File: src/rtl/hms_pkg.sv
// Shared types and helpers for the HH:MM:SS BCD time-of-day counter.
// Provides the BCD digit type, the packed six-digit time struct
// {h1,h0,m1,m0,s1,s0} (same bit layout as the 24-bit time buses), the
// per-digit limits and a validity check for externally loaded times.
package hms_pkg;

  typedef logic [3:0] bcd_digit_t;

  typedef struct packed {
    bcd_digit_t h1;
    bcd_digit_t h0;
    bcd_digit_t m1;
    bcd_digit_t m0;
    bcd_digit_t s1;
    bcd_digit_t s0;
  } hms_t;

  localparam bcd_digit_t  SEC_TENS_MAX = 4'd5;
  localparam bcd_digit_t  MIN_TENS_MAX = 4'd5;
  localparam bcd_digit_t  DIGIT_MAX    = 4'd9;
  localparam int unsigned HOUR_MAX     = 23;

  // True when every digit is a legal BCD digit, tens of seconds/minutes are
  // at most 5 and the hour is at most 23.
  function automatic logic hms_valid(input hms_t t);
    logic ok;
    ok = (t.h1 <= DIGIT_MAX) && (t.h0 <= DIGIT_MAX) &&
         (t.m1 <= MIN_TENS_MAX) && (t.m0 <= DIGIT_MAX) &&
         (t.s1 <= SEC_TENS_MAX) && (t.s0 <= DIGIT_MAX);
    ok = ok && ((32'(t.h1) * 32'd10 + 32'(t.h0)) <= HOUR_MAX);
    return ok;
  endfunction

endpackage

File: src/rtl/bcd_digit_counter.sv
// Single BCD digit counter with wrap at MAX.
//   clk, rst_n : clock, asynchronous active-low reset (loads RST_VAL)
//   inc        : advance by one; wraps MAX -> 0 and raises carry
//   clr        : synchronous clear to 0
//   ld, ld_val : synchronous parallel load (highest priority)
//   q          : registered digit value
//   carry      : combinational, high when inc wraps the digit
// A digit above MAX (unreachable in normal use) is treated as a wrap, so the
// next increment forces it to 0 and carries onward.
module bcd_digit_counter
  import hms_pkg::*;
#(
  parameter bcd_digit_t MAX     = DIGIT_MAX,
  parameter bcd_digit_t RST_VAL = '0
) (
  input  logic       clk,
  input  logic       rst_n,
  input  logic       inc,
  input  logic       clr,
  input  logic       ld,
  input  bcd_digit_t ld_val,
  output bcd_digit_t q,
  output logic       carry
);

  bcd_digit_t q_q;
  bcd_digit_t q_d;
  logic       at_max;

  always_comb begin
    at_max = (q_q >= MAX);
    carry  = inc && at_max;
    q_d    = q_q;
    if (ld) begin
      q_d = ld_val;
    end else if (clr) begin
      q_d = '0;
    end else if (inc) begin
      q_d = at_max ? '0 : q_q + 4'd1;
    end
  end

  always_ff @(posedge clk or negedge rst_n) begin
    if (!rst_n) begin
      q_q <= RST_VAL;
    end else begin
      q_q <= q_d;
    end
  end

  assign q = q_q;

endmodule

File: src/rtl/hms_bcd_counter.sv
// 24-hour HH:MM:SS BCD time-of-day counter driven by a 1 Hz square wave.
//   clk_50MHz : system clock
//   reset_n   : asynchronous active-low reset (time = RESET_TIME)
//   clk_1Hz   : asynchronous 1 Hz wave; each synchronised rising edge is a tick
//   run       : 1 = apply ticks, 0 = discard ticks (time held)
//   load      : single-cycle strobe to load load_time (validated)
//   load_time : BCD {H1,H0,M1,M0,S1,S0}
//   time_bcd  : current time, same packing as load_time
//   sec_pulse : 1-cycle pulse on each applied second increment
//   day_wrap  : 1-cycle pulse on 23:59:59 -> 00:00:00
//   load_err  : 1-cycle pulse when a load is rejected
module hms_bcd_counter
  import hms_pkg::*;
#(
  parameter int unsigned SYNC_STAGES = 2,
  parameter logic [23:0] RESET_TIME  = 24'h00_00_00
) (
  input  logic        clk_50MHz,
  input  logic        reset_n,
  input  logic        clk_1Hz,
  input  logic        run,
  input  logic        load,
  input  logic [23:0] load_time,
  output logic [23:0] time_bcd,
  output logic        sec_pulse,
  output logic        day_wrap,
  output logic        load_err
);

  localparam hms_t       RST_T   = hms_t'(RESET_TIME);
  localparam bcd_digit_t HOUR_H1 = 4'(HOUR_MAX / 10);
  localparam bcd_digit_t HOUR_H0 = 4'(HOUR_MAX % 10);

  logic [SYNC_STAGES-1:0] sync_q, sync_d;
  logic [SYNC_STAGES-1:0] vld_q, vld_d;
  logic                   prev_q, prev_d;
  logic                   armed_q, armed_d;
  logic                   sec_pulse_q, sec_pulse_d;
  logic                   day_wrap_q, day_wrap_d;
  logic                   load_err_q, load_err_d;
  bcd_digit_t             h1_q, h1_d, h0_q, h0_d;

  logic       sync_out, sync_vld, tick, apply_tick, load_ok, hour_inc;
  logic       s0_c, s1_c, m0_c;
  bcd_digit_t s0, s1, m0, m1;
  hms_t       ld_t;

  assign ld_t = hms_t'(load_time);

  // vld tracks how far real samples have propagated through the synchroniser
  // after reset, so the reset-zero fill is never mistaken for clk_1Hz low.
  // Without it a clk_1Hz held high through reset release would arm and tick.
  always_comb begin
    sync_d      = {sync_q[SYNC_STAGES-2:0], clk_1Hz};
    vld_d       = {vld_q[SYNC_STAGES-2:0], 1'b1};
    sync_out    = sync_q[SYNC_STAGES-1];
    sync_vld    = vld_q[SYNC_STAGES-1];
    prev_d      = sync_out;
    armed_d     = armed_q | (sync_vld & ~sync_out);
    tick        = sync_out & ~prev_q & armed_q;
    load_ok     = load & hms_valid(ld_t);
    // Any load (accepted or not) swallows a coincident tick.
    apply_tick  = tick & run & ~load;
    sec_pulse_d = apply_tick;
    load_err_d  = load & ~load_ok;
  end

  bcd_digit_counter #(.MAX(DIGIT_MAX), .RST_VAL(RST_T.s0)) u_s0 (
    .clk(clk_50MHz), .rst_n(reset_n), .inc(apply_tick), .clr(1'b0),
    .ld(load_ok), .ld_val(ld_t.s0), .q(s0), .carry(s0_c)
  );

  bcd_digit_counter #(.MAX(SEC_TENS_MAX), .RST_VAL(RST_T.s1)) u_s1 (
    .clk(clk_50MHz), .rst_n(reset_n), .inc(s0_c), .clr(1'b0),
    .ld(load_ok), .ld_val(ld_t.s1), .q(s1), .carry(s1_c)
  );

  bcd_digit_counter #(.MAX(DIGIT_MAX), .RST_VAL(RST_T.m0)) u_m0 (
    .clk(clk_50MHz), .rst_n(reset_n), .inc(s1_c), .clr(1'b0),
    .ld(load_ok), .ld_val(ld_t.m0), .q(m0), .carry(m0_c)
  );

  bcd_digit_counter #(.MAX(MIN_TENS_MAX), .RST_VAL(RST_T.m1)) u_m1 (
    .clk(clk_50MHz), .rst_n(reset_n), .inc(m0_c), .clr(1'b0),
    .ld(load_ok), .ld_val(ld_t.m1), .q(m1), .carry(hour_inc)
  );

  // Hours wrap at 23 rather than 99, so the pair is counted as one unit.
  // Any tens digit beyond 2 is out of range and also collapses to 00.
  always_comb begin
    h1_d = h1_q;
    h0_d = h0_q;
    if (load_ok) begin
      h1_d = ld_t.h1;
      h0_d = ld_t.h0;
    end else if (hour_inc) begin
      if ((h1_q > HOUR_H1) || ((h1_q == HOUR_H1) && (h0_q >= HOUR_H0))) begin
        h1_d = '0;
        h0_d = '0;
      end else if (h0_q >= DIGIT_MAX) begin
        h1_d = h1_q + 4'd1;
        h0_d = '0;
      end else begin
        h0_d = h0_q + 4'd1;
      end
    end
    // A carry out of the minutes means every lower digit is already 0.
    day_wrap_d = hour_inc && (h1_d == '0) && (h0_d == '0);
  end

  always_ff @(posedge clk_50MHz or negedge reset_n) begin
    if (!reset_n) begin
      sync_q      <= '0;
      vld_q       <= '0;
      prev_q      <= 1'b0;
      armed_q     <= 1'b0;
      sec_pulse_q <= 1'b0;
      day_wrap_q  <= 1'b0;
      load_err_q  <= 1'b0;
      h1_q        <= RST_T.h1;
      h0_q        <= RST_T.h0;
    end else begin
      sync_q      <= sync_d;
      vld_q       <= vld_d;
      prev_q      <= prev_d;
      armed_q     <= armed_d;
      sec_pulse_q <= sec_pulse_d;
      day_wrap_q  <= day_wrap_d;
      load_err_q  <= load_err_d;
      h1_q        <= h1_d;
      h0_q        <= h0_d;
    end
  end

  assign time_bcd  = {h1_q, h0_q, m1, m0, s1, s0};
  assign sec_pulse = sec_pulse_q;
  assign day_wrap  = day_wrap_q;
  assign load_err  = load_err_q;

endmodule

File: config.mk
export PLATFORM = sky130hd
export DESIGN_NAME = hms_bcd_counter
export DESIGN_NICKNAME = d
export VERILOG_FILES = /design/src/rtl/hms_pkg.sv /design/src/rtl/bcd_digit_counter.sv /design/src/rtl/hms_bcd_counter.sv
export SDC_FILE = /design/constraint.sdc
export NUM_CORES = 1
export LEC_CHECK = 0
export CAP_MARGIN = 20
export CORE_MARGIN = 1
export CORE_UTILIZATION = 40
export CTS_CLUSTER_DIAMETER = 30
export DETAILED_ROUTE_END_ITERATION = 12
export GPL_TIMING_DRIVEN = 0
export HOLD_SLACK_MARGIN = 0.03
export PLACE_DENSITY = 0.79
export SETUP_SLACK_MARGIN = 0.3
export SYNTH_ARGS = -nofsm -noshare
export SYNTH_HDL_FRONTEND = slang
export SYNTH_SLANG_ARGS = --single-unit
File: constraint.sdc
create_clock -name clk_50MHz -period 2.8 [get_ports clk_50MHz]
set_clock_uncertainty 0.2 [all_clocks]
set_input_delay 0.56 -clock clk_50MHz [delete_from_list [all_inputs] [get_ports clk_50MHz]]
set_output_delay 0.56 -clock clk_50MHz [all_outputs]
set_load 0.1 [all_outputs]
==> reports/qor.csv <==
stage;metric;value;unit
run_status;outcome;finished, violations left;
run_status;violations;negative setup slack;
critical_path;worstPathArrival;2.95;ns
synthesis;synth_nets;296;
routing;drc;0;
timing;holdWs;0.123;ns
critical_path;cp_common_cell;ha_4;
die;die-area;0.00582;mm²
critical_path;worst_ep_required_time;2.80;ns
place;place.gp.congestion;0.819;
clock_network;cts_root_buffer;clkbuf_8;
synthesis;syn-mean-instance-area;9.15;µm²
power;power_density;657;mW/mm²
timing;rsz0062_at_grt;yes;
power;p_sw;0.00111;W
clock_network;cts_buffer_depth;2;
synthesis;synth_edf_count;0;
routing;first_iter_violations;91;
timing;fmax;0.339;GHz
critical_path;path_buf_inv;1;
synthesis;yosysSeqAreaShare;37.4;%
synthesis;ys_seq_elements;33;
critical_path;crit_chain;buf_8 > ha_4 > ha_4 > fa_2 > nor4bb_1 > nor3_2 > nand3_2 > and3_4 > a211oi_2 > a21o_1 > nor4_2;
timing;period_needed;2.95;ns
synthesis;synth.distinct_cells;49;
routing;wl_per_cell;15.7;µm
die;core_area;0.00520;mm²
clock_network;htree_levels;2;
routing;wl;6.02;mm
layout;insertedDiodeCount;0;
grt;grt_start_max_net_pins;34;
die;fp-row-count;26;
routing;via_per_inst;5.47;
layout;final_util;63.7;%
critical_path;startpoint_type;input port;
timing;slew-limit-headroom;35.6;%
grt;grt_pass1_vias;2006;
place;port-buffer-count;55;
layout;layout.nets;367;
synthesis;synth_ff_type;dfrtp_1;
critical_path;cp_max_fo;6;
layout;design_area;0.00332;mm²
clock_network;cts.sinks;33;
power;swShare;51.0;%
die;boundaryPins;56;
power;report.power.total;0.00218;W
die;die_y;76.3;µm
layout;area_growth;50.3;%
grt;antenna_found_initial;0;
die;die_w;76.3;µm
synthesis;async_flop_share;100;%
power;combPwrFrac;51.3;%
critical_path;endpoint_kind;flop;
clock_network;clk_latency;0.30;ns
power;ir_drop;0.000437;V
routing;ant_nets;0;
critical_path;cp_slowest_cell;fa_2;
synthesis;postSynthCellCount;241;
place;place_area;0.00298;mm²
timing;setup_ws;-0.150;ns
routing;first_pass_iters;4;
timing;setup_viol;11;
job;max_cap_viol_count;0;
die;floorplan.initialDensity;42.4;%
critical_path;crit_family;simple AND/OR/NAND/NOR gates;
timing;finalCritPeriodShare;105;%
synthesis;yosys_warnings;0;
power;p_seq_share;31.5;%
power;clock_power_share;17.2;%
timing;finalHoldViolations;0;
power;internal-power;0.00107;W
clock_network;clkSlewWorstSetupHoldPaths;0.07;ns
grt;overflow;0;
clock_network;cts_tree;yes;
timing;tightest_slew;0.970;ns
critical_path;cpPeakStageDelay;0.53;ns
grt;grt_usage;19.9;%
critical_path;crit_type;in2reg;
layout;layout-drive-gt1-share;28.8;%
clock_network;cts_buffers;5;
routing;vias;2096;
hold_path;hp-class;in2async;
synthesis;syn_area;0.00221;mm²
timing;slew_viol_final;0;
power;total_leakage_power;1.54;nW
place;place_hpwl;4.08;mm
grt;grt_first_pass_wirelength;9.14;mm
## cell usage in the layout (no fill, tap or decap), drive strengths merged, types with 9 or more instances in the layout
cell / n
a21oi: 13
buf: 18
clkbuf: 10
clkdlybuf4s50: 21
dfrtp: 33
dlygate4sd2: 28
ha: 24
inv: 19
nand2: 23
nand3: 9
nor2: 23
nor3: 9
o21ai: 20
## Yosys cell counts (2+ instances only)
| library cell | count | share of area (%) |
|---|---|---|
| dfrtp_1 | 33 | 37 |
| ha_1 | 24 | 14 |
| nand2_1 | 23 | 3.9 |
| nor2_1 | 23 | 3.9 |
| inv_1 | 19 | 3.2 |
| o21ai_0 | 19 | 4.3 |
| a21oi_1 | 13 | 2.9 |
| nand3_1 | 9 | 2.0 |
| nor3_1 | 9 | 2.0 |
| a31oi_1 | 5 | 1.4 |
| mux2i_1 | 5 | 2.3 |
| nand2b_1 | 5 | 1.4 |
| a21o_1 | 4 | 1.4 |
| buf_2 | 4 | 0.91 |
| nor4b_1 | 4 | 1.6 |
| nor4_1 | 3 | 0.85 |
| a22oi_1 | 2 | 0.68 |
| and4b_1 | 2 | 0.91 |
| clkbuf_1 | 2 | 0.34 |
| fa_1 | 2 | 1.8 |
| mux2_2 | 2 | 1.0 |
| nand4_1 | 2 | 0.57 |
## area by class of cell
class,count,area [µm²]
fillers,415,1890
multi-input cells,183,1500
flip-flops and latches,33,853
repair buffers,64,639
clock buffers,8,90.1
well taps,70,87.6
inverters,19,71.3
plain buffers,6,70.1
## cell families (layout without fill, tap and decap cells)
group                      after synthesis  in the layout  share of synthesized area (%)
AOI/OAI and AO/OA                       56             56                           16.1
adders and majority gates               26             26                           15.4
buffers and inverters                   25             97                           4.48
DFF                                     33             33                           37.4
muxes                                    7              7                           3.29
other                                    1              1                          0.170
and+or+nand+nor                         93             93                           23.1
## stage by stage
stage	setup TNS, ns	worst slack, ns	std cells
2_1_floorplan	-0.991	-0.222	241
3_3_place_gp	-20.82	-1.04	366
3_5_place_dp	-22.14	-1.04	366
4_1_cts	-0.857	-0.140	379
5_1_grt	-2.62	-0.276	383
6_report	-1.01	-0.150	383
## worst paths after layout
check | startpoint | to | cells after the start | slack [ns]
worst max-delay path | load_time[23] | day_wrap$_DFF_PN0_ | 11 | -0.15
worst min-delay path | reset_n | h1_q[2]$_DFF_PN0_ | 1 | 0.12
worst max register to register | u_s1.q[1]$_DFFE_PN0P_ | day_wrap$_DFF_PN0_ | 9 | -0.03
worst min register to register | vld_q[0]$_DFF_PN0_ | vld_q[1]$_DFF_PN0_ | 0 | 0.15
max in group asynchronous | reset_n | u_s0.q[1]$_DFFE_PN0P_ | 1 | 1.72
min in group clk_50MHz | vld_q[0]$_DFF_PN0_ | vld_q[1]$_DFF_PN0_ | 0 | 0.15
## registers in the layout, indices dropped and copies added, names as in the netlist
name and flops:
u_s0.q 4, u_s1.q 4, sync_q 2, vld_q 2, day_wrap 1, u_m1.q 4
armed_q 1, h0_q 4, h1_q 4, u_m0.q 4, prev_q 1, sec_pulse 1
load_err 1
## metal layers
| metal | GRT usage [%] | wire [µm] | part of all wire [%] |
|---|---|---|---|
| met3 | 5.63 | 352 | 5.8 |
| met5 | 0 | 0 | 0 |
| met1 | 24.6 | 2550 | 42 |
| met2 | 33.2 | 3010 | 50 |
| met4 | 7.12 | 111 | 1.8 |
## worst reg2reg max path, cell delays in order (launching register included)
cell and delay, ns:
dfrtp_4 0.50, inv_1 0.09, ha_1 0.14, nand2b_1 0.11, a21oi_1 0.17, nor4_4 0.52, mux2_2 0.42, mux2i_2 0.18
nand4_1 0.15, nor4_2 0.25
## power groups by stage
stage	Sequential [W]	Combinational, W	Clock (W)
floorplan	0.00120	0.000309	0
global placement	0.000690	0.00109	0
detailed placement	0.000692	0.00111	0
CTS	0.000682	0.00108	0.000385
global route	0.000702	0.00118	0.000398
finish	0.000687	0.00112	0.000375
## what timing repair did
action	in CTS	in global routing
hold buffers	0	0
resized for setup	74	30
pin swaps	20	9
buffers inserted	4	2
cloned	1	2
endpoints found under the setup margin	53	25
Note: power is estimated with default switching activity, not from simulation.
